<file path="config.mk">
export PLATFORM = sky130hd
export DESIGN_NAME = ldm_stm_sequencer
export DESIGN_NICKNAME = d
export VERILOG_FILES = /design/src/rtl/ldm_stm_sequencer.sv
export SDC_FILE = /design/constraint.sdc
export NUM_CORES = 1
export LEC_CHECK = 0
export ABC_AREA = 1
export CAP_MARGIN = 40
export CELL_PAD_IN_SITES_DETAIL_PLACEMENT = 1
export CELL_PAD_IN_SITES_GLOBAL_PLACEMENT = 2
export CORE_ASPECT_RATIO = 1.75
export CORE_MARGIN = 2
export CORE_UTILIZATION = 19
export CTS_CLUSTER_DIAMETER = 80
export CTS_CLUSTER_SIZE = 20
export DETAILED_ROUTE_END_ITERATION = 10
export GPL_TIMING_DRIVEN = 0
export PLACE_DENSITY_LB_ADDON = 0.1
export SYNTH_ARGS = -nofsm -noshare
export SYNTH_HDL_FRONTEND = slang
export SYNTH_SLANG_ARGS = --single-unit
export TNS_END_PERCENT = 50
</file>
<file path="constraint.sdc">
create_clock -name clk -period 2.05 [get_ports clk]
set_input_delay 0.205 -clock clk [delete_from_list [all_inputs] [get_ports clk]]
set_output_delay 0.205 -clock clk [all_outputs]
set_load 0.01 [all_outputs]
</file>
<file path="src/rtl/ldm_stm_sequencer.sv">
//------------------------------------------------------------------------------
// ldm_stm_sequencer : LDM/STM multiple-register transfer sequencer with writeback
// Revision: 1.0
//------------------------------------------------------------------------------
`timescale 1ns/1ps
`default_nettype none

module ldm_stm_sequencer (
  input  logic        clk,
  input  logic        rst_n,
  input  logic        start,
  input  logic        is_load,
  input  logic [7:0]  reg_list,
  input  logic [31:0] base_addr,
  input  logic [2:0]  base_reg,
  input  logic        wb_en,
  output logic        busy,
  output logic        done,
  output logic [3:0]  rf_read_addr,
  input  logic [31:0] rf_read_data,
  output logic [3:0]  rf_write_addr,
  output logic [31:0] rf_write_data,
  output logic        rf_write_en,
  output logic        mem_req,
  output logic        mem_we,
  output logic [31:0] mem_addr,
  output logic [31:0] mem_wdata,
  input  logic        mem_ready,
  input  logic [31:0] mem_rdata
);

  typedef enum logic [1:0] {
    ST_IDLE = 2'd0,
    ST_XFER = 2'd1,
    ST_WB   = 2'd2,
    ST_DONE = 2'd3
  } state_t;

  state_t      r_state;
  state_t      w_next;
  logic        r_is_load;
  logic        r_wb;
  logic [7:0]  r_pending;
  logic [2:0]  r_base_reg;
  logic [31:0] r_addr;

  logic [2:0]  w_cur;
  logic        w_accept;
  logic        w_last;
  logic        w_wb_req;

  function automatic logic [2:0] lowest_set(input logic [7:0] v);
    logic [2:0] idx;
    idx = 3'd0;
    for (int i = 7; i >= 0; i--) begin
      if (v[i]) idx = i[2:0];
    end
    return idx;
  endfunction

  assign w_cur    = lowest_set(r_pending);
  assign w_accept = (r_state == ST_XFER) && mem_ready;
  assign w_last   = ((r_pending & (r_pending - 8'd1)) == 8'd0);
  // A load into the base register must win over the updated base.
  assign w_wb_req = wb_en && !(is_load && reg_list[base_reg]);

  assign mem_wdata = rf_read_data;

  always_ff @(posedge clk) begin
    if (!rst_n) begin
      r_state <= ST_IDLE;
    end else begin
      r_state <= w_next;
    end
  end

  // r_addr walks the transfer addresses and ends at base + 4*popcount,
  // which is exactly the writeback value.
  always_ff @(posedge clk) begin
    if (!rst_n) begin
      r_is_load  <= 1'b0;
      r_wb       <= 1'b0;
      r_pending  <= 8'd0;
      r_base_reg <= 3'd0;
      r_addr     <= 32'd0;
    end else if ((r_state == ST_IDLE) && start) begin
      r_is_load  <= is_load;
      r_wb       <= w_wb_req;
      r_pending  <= reg_list;
      r_base_reg <= base_reg;
      r_addr     <= base_addr;
    end else if (w_accept) begin
      r_pending  <= r_pending & (r_pending - 8'd1);
      r_addr     <= r_addr + 32'd4;
    end
  end

  always_comb begin
    w_next        = r_state;
    busy          = (r_state != ST_IDLE);
    done          = 1'b0;
    rf_read_addr  = 4'd0;
    rf_write_addr = 4'd0;
    rf_write_data = 32'd0;
    rf_write_en   = 1'b0;
    mem_req       = 1'b0;
    mem_we        = 1'b0;
    mem_addr      = 32'd0;

    case (r_state)
      ST_IDLE: begin
        if (start) begin
          w_next = (reg_list == 8'd0) ? ST_DONE : ST_XFER;
        end
      end
      ST_XFER: begin
        mem_req  = 1'b1;
        mem_we   = !r_is_load;
        mem_addr = r_addr;
        if (!r_is_load) begin
          rf_read_addr = {1'b0, w_cur};
        end
        if (w_accept) begin
          if (r_is_load) begin
            rf_write_en   = 1'b1;
            rf_write_addr = {1'b0, w_cur};
            rf_write_data = mem_rdata;
          end
          if (w_last) begin
            w_next = r_wb ? ST_WB : ST_DONE;
          end
        end
      end
      ST_WB: begin
        rf_write_en   = 1'b1;
        rf_write_addr = {1'b0, r_base_reg};
        rf_write_data = r_addr;
        w_next        = ST_DONE;
      end
      ST_DONE: begin
        done   = 1'b1;
        w_next = ST_IDLE;
      end
      default: begin
        w_next = ST_IDLE;
      end
    endcase
  end

endmodule

`default_nettype wire

</file>
After elaboration in Yosys (flattened, before gate mapping). Cells that the tools add are included.

Input bits: 113. Logic and storage cells: 63. ROM bits: 0. RAM bits: 0. Output and inout port bits: 109. Register bits: 47. Memories: 0. Latch bits: 0.

Multiplexer cells: 35. Equality and inequality tests: 6. Divide/modulo/power cells: 0. Bitwise operators: 1. Shifts and indexed selects: 0. Add/subtract/negate cells: 2. Reductions and logical operators: 12. Multipliers: 0. Magnitude comparators: 1.

Operators with widths (number): $mux W32 (5); $pmux W32 S2 (1); $mux W3 (12); $add A32 B3 Y32 const B (1); $logic_not A8 Y1 (2); $mux W8 (2); $and A8 B8 Y8 (1); $mux W2 (4); $pmux W2 S4 (1); $sub A8 B1 Y8 const B (1); $mux W1 (7); $ne A2 B2 Y1 const B (3); $pmux W3 S2 (1); $eq A2 B2 Y1 const B (2); $logic_and A1 B1 Y1 (4); $lt A3 B4 Y1 const B (1); $reduce_bool A2 Y1 (2); $bmux W1 S3 (1); $reduce_and A3 Y1 (1); $eq A2 B1 Y1 const B (1); $logic_not A1 Y1 (2); $logic_not A2 Y1 (1); $pmux W1 S2 (1).

Depth between registers and ports, before layout. Gate-level depths: netlist of run 1.

Depth after elaboration: 11. Gate-level depth with buffers: 12. Mapped depth without buffers: 11.

Worst setup path after synthesis of run 1. Ideal clock, no wire load.

Path type: register -> output. From: register r_state[1]. To: output port rf_write_addr[0]. Buffers on the path: 2. Stages on the path, launching flop included: 9. Data arrival time: 1586 ps. Slack: 259 ps. Data required time: 1845 ps. Path through: dfxtp_1 -> inv_1 -> ha_1 -> buf_4 -> nand2_4 -> nor2_2 -> buf_2 -> nand2_1 -> a21oi_1.

Word-level cells in the longest chain between the ends: 4. Elaborated cells on any way between the ends: 5. Classes of those cells: 2 x eq/ne; 2 x mux; 1 x reduce/logical.

Ends and longest elaborated chain: from (decl) (line 39) `state_t r_state;`; from (signal assigned) (line 73) `r_state <= w_next;`; $eq A2 B1 Y1 (line 62, 110); $logic_and A1 B1 Y1 (line 62) `assign w_accept = (r_state == ST_XFER) && mem_ready;`; $mux W3 (line 123) `if (w_accept) begin`; $pmux W3 S2 * (line 110) `case (r_state)`; to (decl) (line 21) `output logic [3:0] rf_write_addr,`.

Mark *: on every way between the ends. The rest lies on a longest branch, timed or not.

Worst setup path in the final report of run 1.
From: register r_state[0]. To: output port rf_write_data[10].

Word-level cells in the longest chain between the ends: 4. Elaborated cells on any way between the ends: 5. Classes of those cells: 2 x eq/ne; 2 x mux; 1 x reduce/logical.

Ends and longest elaborated chain: $eq A2 B1 Y1 (line 62, 110); $logic_and A1 B1 Y1 (line 62); $mux W32 (line 123); $pmux W32 S2 * (line 110); to (decl) (line 22) `output logic [31:0] rf_write_data,`.

Marked as above.

==> results of run 1 <==
==> through the flow <==
stage               hold slack (ps)  area (um2)  std cells
floorplan                     343.4        4143        701
global placement              486.5        6380       1180
detailed placement            489.8        6391       1181
CTS                           492.9        6924       1214
global route                  526.8        6897       1213
finish                        494.2        6897       1213
==> cell usage after synthesis <==
cell type	n	area share [%]
nand2_1	196	18
nor2_1	100	9.1
inv_1	71	6.4
dfxtp_1	47	23
a21oi_1	38	4.6
buf_4	35	6.3
a22oi_1	34	6.2
o21ai_0	30	3.6
nand3_1	29	3.5
clkbuf_1	21	1.9
buf_2	9	1.1
nand3b_1	8	1.5
nor2_2	8	1.2
a31oi_1	7	1.1
o21bai_1	7	1.3
a21oi_2	6	1.3
ha_1	6	1.8
o211ai_1	6	1.1
nand2_2	4	0.60
nor2_4	4	1.1
clkinv_1	3	0.27
nand2_4	3	0.82
nor3_1	3	0.36
xor2_1	3	0.63
a221oi_1	2	0.42
inv_2	2	0.18
nand4_1	2	0.30
nor4_1	2	0.30
or2_2	2	0.30
a211o_1	1	0.21
buf_1	1	0.091
conb_1	1	0.091
nor2_8	1	0.48
o21a_1	1	0.18
o21ai_1	1	0.12
o221ai_1	1	0.21
o22ai_1	1	0.15
o311ai_1	1	0.21
o31ai_1	1	0.18
or2_1	1	0.15
xnor2_1	1	0.21
==> kinds of logic (layout without fill, tap and decap cells) <==
kind of cell,after synthesis,in the layout
AO/OA/AOI/OAI,137,137
XOR/XNOR,4,4
adder cells (fa/ha/maj),6,6
buffers and inverters,142,362
flip-flops,47,47
other,1,2
AND/OR/NAND/NOR,363,363
==> what timing repair did <==
action / in CTS / in global routing
pin swaps: 11 / 10
endpoints found under the hold margin: 0 / 0
endpoints found under the setup margin: 117 / 73
buffers inserted: 24 / 5
resized for setup: 259 / 33
gates cloned: 3 / 0
==> report_power, final <==
group          internal, W  switching, W  total (W)
logic              0.00151       0.00221    0.00372
registers          0.00115      0.000394    0.00155
clock network     0.000452      0.000394   0.000846
==> cell usage in the layout (no fill, tap or decap), types with 9 or more instances in the layout <==
master / synthesis / layout
inv_1: 71 / 68
nor2_1: 100 / 97
dlygate4sd2_1: 0 / 31
clkdlybuf4s50_1: 0 / 115
buf_2: 9 / 43
buf_4: 35 / 52
nor2_2: 8 / 10
o21ai_0: 30 / 30
a22oi_1: 34 / 23
a21oi_1: 38 / 35
a22oi_2: 0 / 11
nand3_1: 29 / 27
dfxtp_1: 47 / 45
a21oi_2: 6 / 9
nand2_1: 196 / 195
==> worst paths after layout <==
path | start | to | slack, ps
max | r_state[0] | rf_write_data[10] | 40
min | base_addr[10] | r_addr[10] | 490
min reg2reg | r_pending[7] | r_pending[7] | 530
max reg2reg | r_state[0] | r_pending[2] | 90
==> per-layer routing <==
| layer | up-vias | GRT usage, % | routed length (um) |
|---|---|---|---|
| met5 | - | 0 | 0 |
| met3 | 29 | 1.820 | 790 |
| li1 | 2664 | - | - |
| met1 | 2664 | 20.41 | 8360 |
| met2 | 153 | 41.85 | 13890 |
| met4 | 0 | 9.505 | 958 |
==> worst register-to-register path: cells and delay by family, from the launching register on <==
kind	cells	cell delay, ps
AO/OA/AOI/OAI	1	330
AND/OR/NAND/NOR	2	270
buffers and inverters	3	630
flip-flops	1	390
adder cells (fa/ha/maj)	1	200
==> cell type report <==
type | instances | area [um2] | area share (%)
multi-input cells | 512 | 2676 | 38.81
repair buffers | 215 | 1964 | 28.48
flip-flops and latches | 47 | 948.4 | 13.75
plain buffers | 63 | 500.5 | 7.257
well taps | 292 | 365.4 | 5.298
inverters | 76 | 300.3 | 4.354
clock buffers | 6 | 128.9 | 1.869
clock inverters | 2 | 12.51 | 0.1814
==> flow_summary.toml, run 1 <==
[critical_path]
critPathArrivalTime_ps = 1800
cp-start-kind = "flip-flop"
worstSetupEndpointType = "output port"
cp_cell_sequence = "clkinvlp_4 > ha_4 > buf_4 > buf_8 > a22oi_2 > nor2_1 > buf_2"
slowest_stage = "dfxtp_4"
worstPathMaxFanout = 8
worstPathRequired_ps = 1850
critical_path.max_stage_delay_ps = 390
path_depth = 7
worst-path-buf-inv = 4
r2r_cells = 7
crit_family = "buffers and inverters"
crit_type = "flip-flop to output port"

[power]
leakagePower_nw = 3.125
power_density_mw_per_mm2 = 886.9
vdd_drop_max_mv = 0.3716
finalPower_w = 0.006117

[floorplanning]
io_pins = 222
initial_core_util_pct = 19.33
dieArea_mm2 = 0.02303
die_y_um = 199.3
core_mm2 = 0.02141
fp.dieW_um = 115.6
rows = 71

[sta]
setup_ws_ps = 42.15
hold_viol_final = 0
final-max-slew-violation-count = 0
setup_viol = 0
grt_setup_unrepaired = "yes"
tns_ps = 0
period_needed_ps = 2008
finClkSkew_ps = 5.849
finalCritPeriodShare_pct = 97.94
tightest_slew_ps = 787.0
relSlewSlack_pct = 47.53
max_freq_mhz = 498.0

[synth]
synth-xor-area-share_pct = 0.8464
ys_ff_latch = 47
synthDistinctLibCells = 41
yosys_warnings = 0
synth_compound_area_share_pct = 20.77
synthMuxAreaShare_pct = 0
synthCells = 700
avgSynthCellArea_um2 = 5.913
ys_seq_area_share_pct = 22.73
synth_top_family_by_area = "simple AND/OR/NAND/NOR gates"
netlist_area_mm2 = 0.004139
synthAdderAreaFrac_pct = 1.814
synthSimpleGateAreaFrac_pct = 37.42

[cts]
cts_tree = "yes"
cts.clk_slew.worst_paths_ps = 70
root_buffer = "clkbuf_16"
cts_max_level = 2
clk_latency_ps = 290
cts.sinks = 47
numCtsBuffers = 5
postCtsHoldBufs = 0
clockBufferDepth = 2

[place]
gp_congestion = 0.8499
port_buffers = 187
pre_cts_slack_ps = -974.3
dp_hpwl_um = 18830

[grt]
grt_max_degree = 15
grt_pass1_wl_um = 35120
grtUsageTotal_pct = 20.68
grt_pass1_vias = 5969
antenna_found_initial = 0
gr-total-overflow = 0

[finish]
layout-drive-gt1-share_pct = 20.96
area_growth_pct = 66.63
filler_cell_count = 2721
nets = 1039
antenna_cells = 0
fin_util_pct = 32.21
largest_reg_flops = 32

[worst_hold_path]
min_path_type = "primary input to flip-flop"
min_path_cells = 3

[flow_run]
drv_cap = 0

[route]
routedWlPerCell_um = 19.78
remaining_drc_errors = 0
ant_nets = 0
avgViaCountPerCell = 4.542
drt_iter0_markers = 199
firstDrtPassIters = 4
num_vias = 5510
routed_wl_um = 24000

[status]
status = "complete, no violations"
No activity file was read; power rests on OpenSTA's default activity.
==> inputs of run 2 (changes only) <==
ABC_AREA = not set   (was 1)
==> flow_summary.toml, run 2 <==
[worst_hold_path]
hold_end = "r_base_reg[2]"
hp-start = "r_base_reg[2]"
min_path_cells = 2
min_path_type = "flip-flop to flip-flop"

[finish]
antenna_cells = 0
most-common-layout-cells = "clkdlybuf4s50_1 (120), buf_4 (43), dfxtp_1 (43), a21oi_1 (41)"
fin_util_pct = 34.53
nets = 808
layout-drive-gt1-share_pct = 28.26
largest_reg_flops = 32
final_common_cell = "clkdlybuf4s50_1"
area_growth_pct = 77.84

[power]
switching_share_pct = 44.84
combinationalPowerShare_pct = 60.6
vdd_drop_max_mv = 0.4751
power_density_mw_per_mm2 = 965.2
p_int_w = 0.003415
leakagePower_nw = 2.623
clkPwrFrac_pct = 13.6
power_frac_seq_pct = 25.8
power_switching_w = 0.002776

[sta]
whs_ps = 459.9
finClkSkew_ps = 10.59
relSlewSlack_pct = 62.21
finalCritPeriodShare_pct = 105.2
max_freq_mhz = 463.7
setup_ws_ps = -106.4
final-max-slew-violation-count = 0
tightest_slew_ps = 566.8
setup_viol = 12
grt_setup_unrepaired = "yes"
tns_ps = -343.2
period_needed_ps = 2156
hold_viol_final = 0

[synth]
synthCells = 478
yosys-top-cells-area = "dfxtp_1 (26%), buf_4 (7.1%), a22oi_1 (6.7%)"
yosys_warnings = 0
async_reset_ff_share_pct = 0
yosysTopAreaCell = "dfxtp_1"
ys_ff_latch = 47
yosysMostFrequentCell = "dfxtp_1"
synth_top_cells_by_count = "dfxtp_1 (47), a21oi_1 (42), nand2_1 (38)"
avgSynthCellArea_um2 = 7.546
synthDistinctLibCells = 50
synth_edf_count = 0
netlist_area_mm2 = 0.003607
synth.top_cell.area_share_pct = 26.08
ys_seq_area_share_pct = 26.08
synth_flop_cell = "dfxtp_1"

[critical_path]
worst_path_most_repeated_cell = "clkbuf_16"
worstSetupEndpointType = "output port"
cp_cell_sequence = "inv_4 > ha_4 > clkbuf_16 > and3_4 > buf_12 > clkbuf_16 > buf_6 > a22oi_2 > nor2b_1 > buf_4"
crit_type = "flip-flop to output port"
critical_path.max_stage_delay_ps = 360
r2r-start = "r_state[1]"
critPathArrivalTime_ps = 1950
rrSetupSlack_ps = 90
cp-start-kind = "flip-flop"
r2r_cells = 8
r2r_end = "r_addr[24]"
worstPathRequired_ps = 1850
slowest_stage = "dfxtp_4"
worstPathMaxFanout = 6

[cts]
postCtsHoldBufs = 0
clockBufferDepth = 2
cts.clk_slew.worst_paths_ps = 70
clk_latency_ps = 300
numCtsBuffers = 5
root_buffer = "clkbuf_16"
cts_max_level = 2
cts.sinks = 47
cts_tree = "yes"

[place]
dp_hpwl_um = 14880
gp_congestion = 0.8094
pre_cts_slack_ps = -1337
port_buffers = 187

[floorplanning]
fp.dieW_um = 108.2
rows = 66
die_y_um = 186.3
io_pins = 222
dieArea_mm2 = 0.02015
core_mm2 = 0.01858
initial_core_util_pct = 19.41

[grt]
antenna_found_initial = 0
grt_pass1_wl_um = 27900
grt_max_degree = 15
grtUsageTotal_pct = 18.67
grt_pass1_vias = 4656
gr-total-overflow = 0

[route]
routed_wl_um = 19250
avgViaCountPerCell = 4.644
routedWlPerCell_um = 20.74
firstDrtPassIters = 4
remaining_drc_errors = 0
drt_iter0_markers = 102
num_vias = 4310
ant_nets = 0

[flow_run]
drv_cap = 0

[status]
violations = "setup timing"
status = "finished, violations left"
==> run 2: changes by cell type after synthesis, sizes merged, moves of 6 or more <==
cell	before	now
nand2	203	38
nor2	113	21
inv	73	14
nor2b	0	35
and2	0	29
xnor2	1	24
nand3	29	15
nor3	3	15
nor4	2	11
nand3b	8	1
a211oi	0	6
a31oi	7	1
nand4	2	8
o21bai	7	1
==> run 2: final cells by class <==
cell class / instances / area, um2
Fill cell: 2261 / 12170
Multi-Input combinational cell: 349 / 2471
Tap cell: 238 / 297.8
Buffer: 67 / 596.8
Clock inverter: 3 / 15.01
Clock buffer: 5 / 125.1
Timing Repair Buffer: 205 / 1903
Sequential cell: 47 / 950.9
Inverter: 14 / 55.05
==> run 2: logic make-up (layout without fill, tap and decap cells) <==
group,count (synthesis),count (layout),synth area share [%]
simple gates,186,186,29.38
compound gates,123,123,21.19
buf+inv,83,294,12.56
flops,47,47,26.08
xor+xnor,29,29,7.041
fa+ha+maj,6,6,2.081
mux,3,3,1.561
other cells,1,2,0.1040
==> run 2: power by group through the flow <==
stage	clock, W	sequential [W]	combinational [W]
after detailed placement	0	0.00156	0.00320
final	0.000843	0.00160	0.00375
after global routing	0.000889	0.00164	0.00406
after floorplan	0	0.00142	0.00168
after CTS	0.000867	0.00157	0.00373
after global placement	0	0.00155	0.00318
==> run 2: repair_timing <==
action                                  4_1_cts  5_1_grt
pin swaps                                     2        9
resized for setup                           256       73
cloned                                        3        1
endpoints found under the setup margin      117       70
buffers inserted                             11        5
==> run 2: through the flow <==
stage	power (W)	cell area [um2]	cells
4_1_cts	0.006166	6257	925
3_3_place_gp	0.004726	5782	904
3_5_place_dp	0.004756	5782	904
2_1_floorplan	0.003105	3612	479
6_report	0.006192	6415	928
5_1_grt	0.006588	6415	928
==> run 2: routing by layer <==
| metal | GRT usage, % | vias up | wire length [um] | part of all wire, % |
|---|---|---|---|---|
| met5 | 0 | - | 0 | 0 |
| met4 | 4.462 | 0 | 340 | 1.8 |
| met1 | 18.80 | 2086 | 6802 | 35 |
| met2 | 39.14 | 142 | 11290 | 59 |
| li1 | - | 2067 | - | - |
| met3 | 2.300 | 15 | 808 | 4.2 |
==> run 2: worst max-delay path by stage <==
stage                     startpoint               end  slack [ps]  cells after the start
after CTS                 r_state[1]  rf_write_data[2]        -110                     10
final                     r_state[1]  rf_write_data[2]        -110                     10
after detailed placement  r_state[1]  rf_write_data[4]       -1340                      9
after global placement    r_state[1]  rf_write_data[3]       -1360                      9
after floorplan           r_state[1]  rf_write_data[0]          20                      8
after global routing      r_state[1]  rf_write_data[2]        -160                     10
==> run 2: worst max-delay path, delay by kind of cell, from the launching register on <==
family | cells | cell delay (ps)
AOI/OAI and AO/OA | 1 | 100
adders and majority gates | 1 | 160
buffers and inverters | 6 | 760
DFF | 1 | 360
and+or+nand+nor | 2 | 260
==> inputs of run 3 (changes only) <==
SKIP_CTS_REPAIR_TIMING = 1   (was not set)
TNS_END_PERCENT = not set   (was 50)
==> flow_summary.toml, run 3 (synthesis gave the netlist of run 2 again) <==
[status]
status = "finished, violations left"
violations = "setup timing"

[cts]
root_buffer = "clkbuf_16"
numCtsBuffers = 5
cts_tree = "yes"
clk_latency_ps = 300
cts.sinks = 47
cts_max_level = 2
cts.clk_slew.worst_paths_ps = 70
clockBufferDepth = 2

[finish]
final_common_cell = "clkdlybuf4s50_1"
antenna_cells = 0
nets = 812
layout-drive-gt1-share_pct = 26.22
area_growth_pct = 79.43
filler_cell_count = 2247
most-common-layout-cells = "clkdlybuf4s50_1 (120), buf_4 (47), dfxtp_1 (44), a21oi_1 (42), nand2_1 (38)"
largest_reg_flops = 32
multi_input_area_mm2 = 0.002442
regArea_um2 = 947.2

[sta]
grt_setup_unrepaired = "yes"
setup_ws_ps = -131.6
relSlewSlack_pct = 61.30
setup_viol = 32
finalCritPeriodShare_pct = 106.4
period_needed_ps = 2182
hold_viol_final = 0
final-max-slew-violation-count = 0
tightest_slew_ps = 580.5
finClkSkew_ps = 10.62
whs_ps = 460.1
max_freq_mhz = 458.4

[route]
ant_nets = 0
num_vias = 4324
remaining_drc_errors = 0
drt_iter0_markers = 101
avgViaCountPerCell = 4.639
firstDrtPassIters = 4
routed_wl_um = 19210
routedWlPerCell_um = 20.61

[grt]
grt_pass1_wl_um = 26790
gr-total-overflow = 0
antenna_found_initial = 0
grt_pass1_vias = 4502
grtUsageTotal_pct = 17.83
grt_max_degree = 15

[power]
finalPower_w = 0.006140
leakagePower_nw = 2.845
clkPwrFrac_pct = 13.7
combinationalPowerShare_pct = 60.4
power_switching_w = 0.002780
p_int_w = 0.003361
power_frac_seq_pct = 25.9
vdd_drop_max_mv = 0.5819
switching_share_pct = 45.27
power_density_mw_per_mm2 = 948.7

[floorplanning]
initial_core_util_pct = 19.41
rows = 66
io_pins = 222
core_mm2 = 0.01858
fp.dieW_um = 108.2
dieArea_mm2 = 0.02015
die_y_um = 186.3

[critical_path]
crit_family = "buffers and inverters"
worstPathRequired_ps = 1850
critical_path.max_stage_delay_ps = 360
worstSetupEndpointType = "output port"
cp_cell_sequence = "inv_4 > ha_4 > buf_8 > and3_4 > buf_8 > buf_6 > clkbuf_16 > nand3b_1 > o21ai_1 > buf_2"
worst_path_most_repeated_cell = "buf_8"
worst-path-buf-inv = 6
cp-start-kind = "flip-flop"
slowest_stage = "dfxtp_4"
crit_type = "flip-flop to output port"
critPathArrivalTime_ps = 1980
worstPathMaxFanout = 6

[place]
gp_congestion = 0.8094
port_buffers = 187
dp_hpwl_um = 14880

[worst_hold_path]
min_path_type = "flip-flop to flip-flop"

[flow_run]
drv_cap = 0
[run 3: changes by cell type in the layout (fill, tap and decap cells not counted), moves of 3 or more]
cell and change:
dlymetal6s2s_1 +15, buf_2 -7, clkbuf_2 -5, buf_4 +4, dlygate4sd2_1 -4, clkbuf_16 -3
clkbuf_8 -3
[run 3: metrics by stage]
step | cells | worst slack, ps | setup TNS (ps) | utilization (%) | cell area (um2)
3_5_place_dp | 904 | -1337 | -67200 | 31.12 | 5782
3_3_place_gp | 904 | -1355 | -66410 | 31.12 | 5782
2_1_floorplan | 479 | 22.69 | 0 | - | 3612
4_1_cts | 912 | -1664 | -90970 | 31.87 | 5922
5_1_grt | 932 | -211.9 | -4308 | 34.84 | 6472
6_report | 932 | -131.6 | -2006 | 34.84 | 6472
[run 3: worst min-delay path, cell delays in order, from the launching register on]
cell and delay (ps):
dfxtp_1 310, nand2_1 50, a21oi_1 50
[run 3: layout make-up]
| class | count | share of cell area (%) |
|---|---|---|
| clock inverter | 3 | 0.2320 |
| timing repair buffer | 208 | 31.68 |
| multi-input combinational | 349 | 37.73 |
| clock buffer | 5 | 1.933 |
| tap | 238 | 4.601 |
| inverter | 14 | 0.9086 |
| buffer | 68 | 8.274 |
| sequential | 47 | 14.63 |
[run 3: worst paths after layout]
path	startpoint	to	slack, ps	depth (start not counted)
max	r_state[1]	rf_write_addr[0]	-130	10
min	r_base_reg[1]	r_base_reg[1]	460	2
max reg2reg	r_pending[0]	r_state[1]	120	5
min reg2reg	r_base_reg[1]	r_base_reg[1]	460	2
[run 3: power by group through the flow]
stage               Combinational, W  Clock [W]  Sequential (W)
global placement             0.00318          0         0.00155
floorplan                    0.00168          0         0.00142
CTS                          0.00321   0.000867         0.00154
global route                 0.00402   0.000889         0.00163
finish                       0.00371   0.000841         0.00159
detailed placement           0.00320          0         0.00156
[run 3: metal layers]
metal,up-vias,GRT usage [%],wire [um]
met1,2083,18.10,6768
met5,-,0,0
met2,149,37.31,11240
li1,2067,-,-
met3,25,2.265,812
met4,0,3.949,394
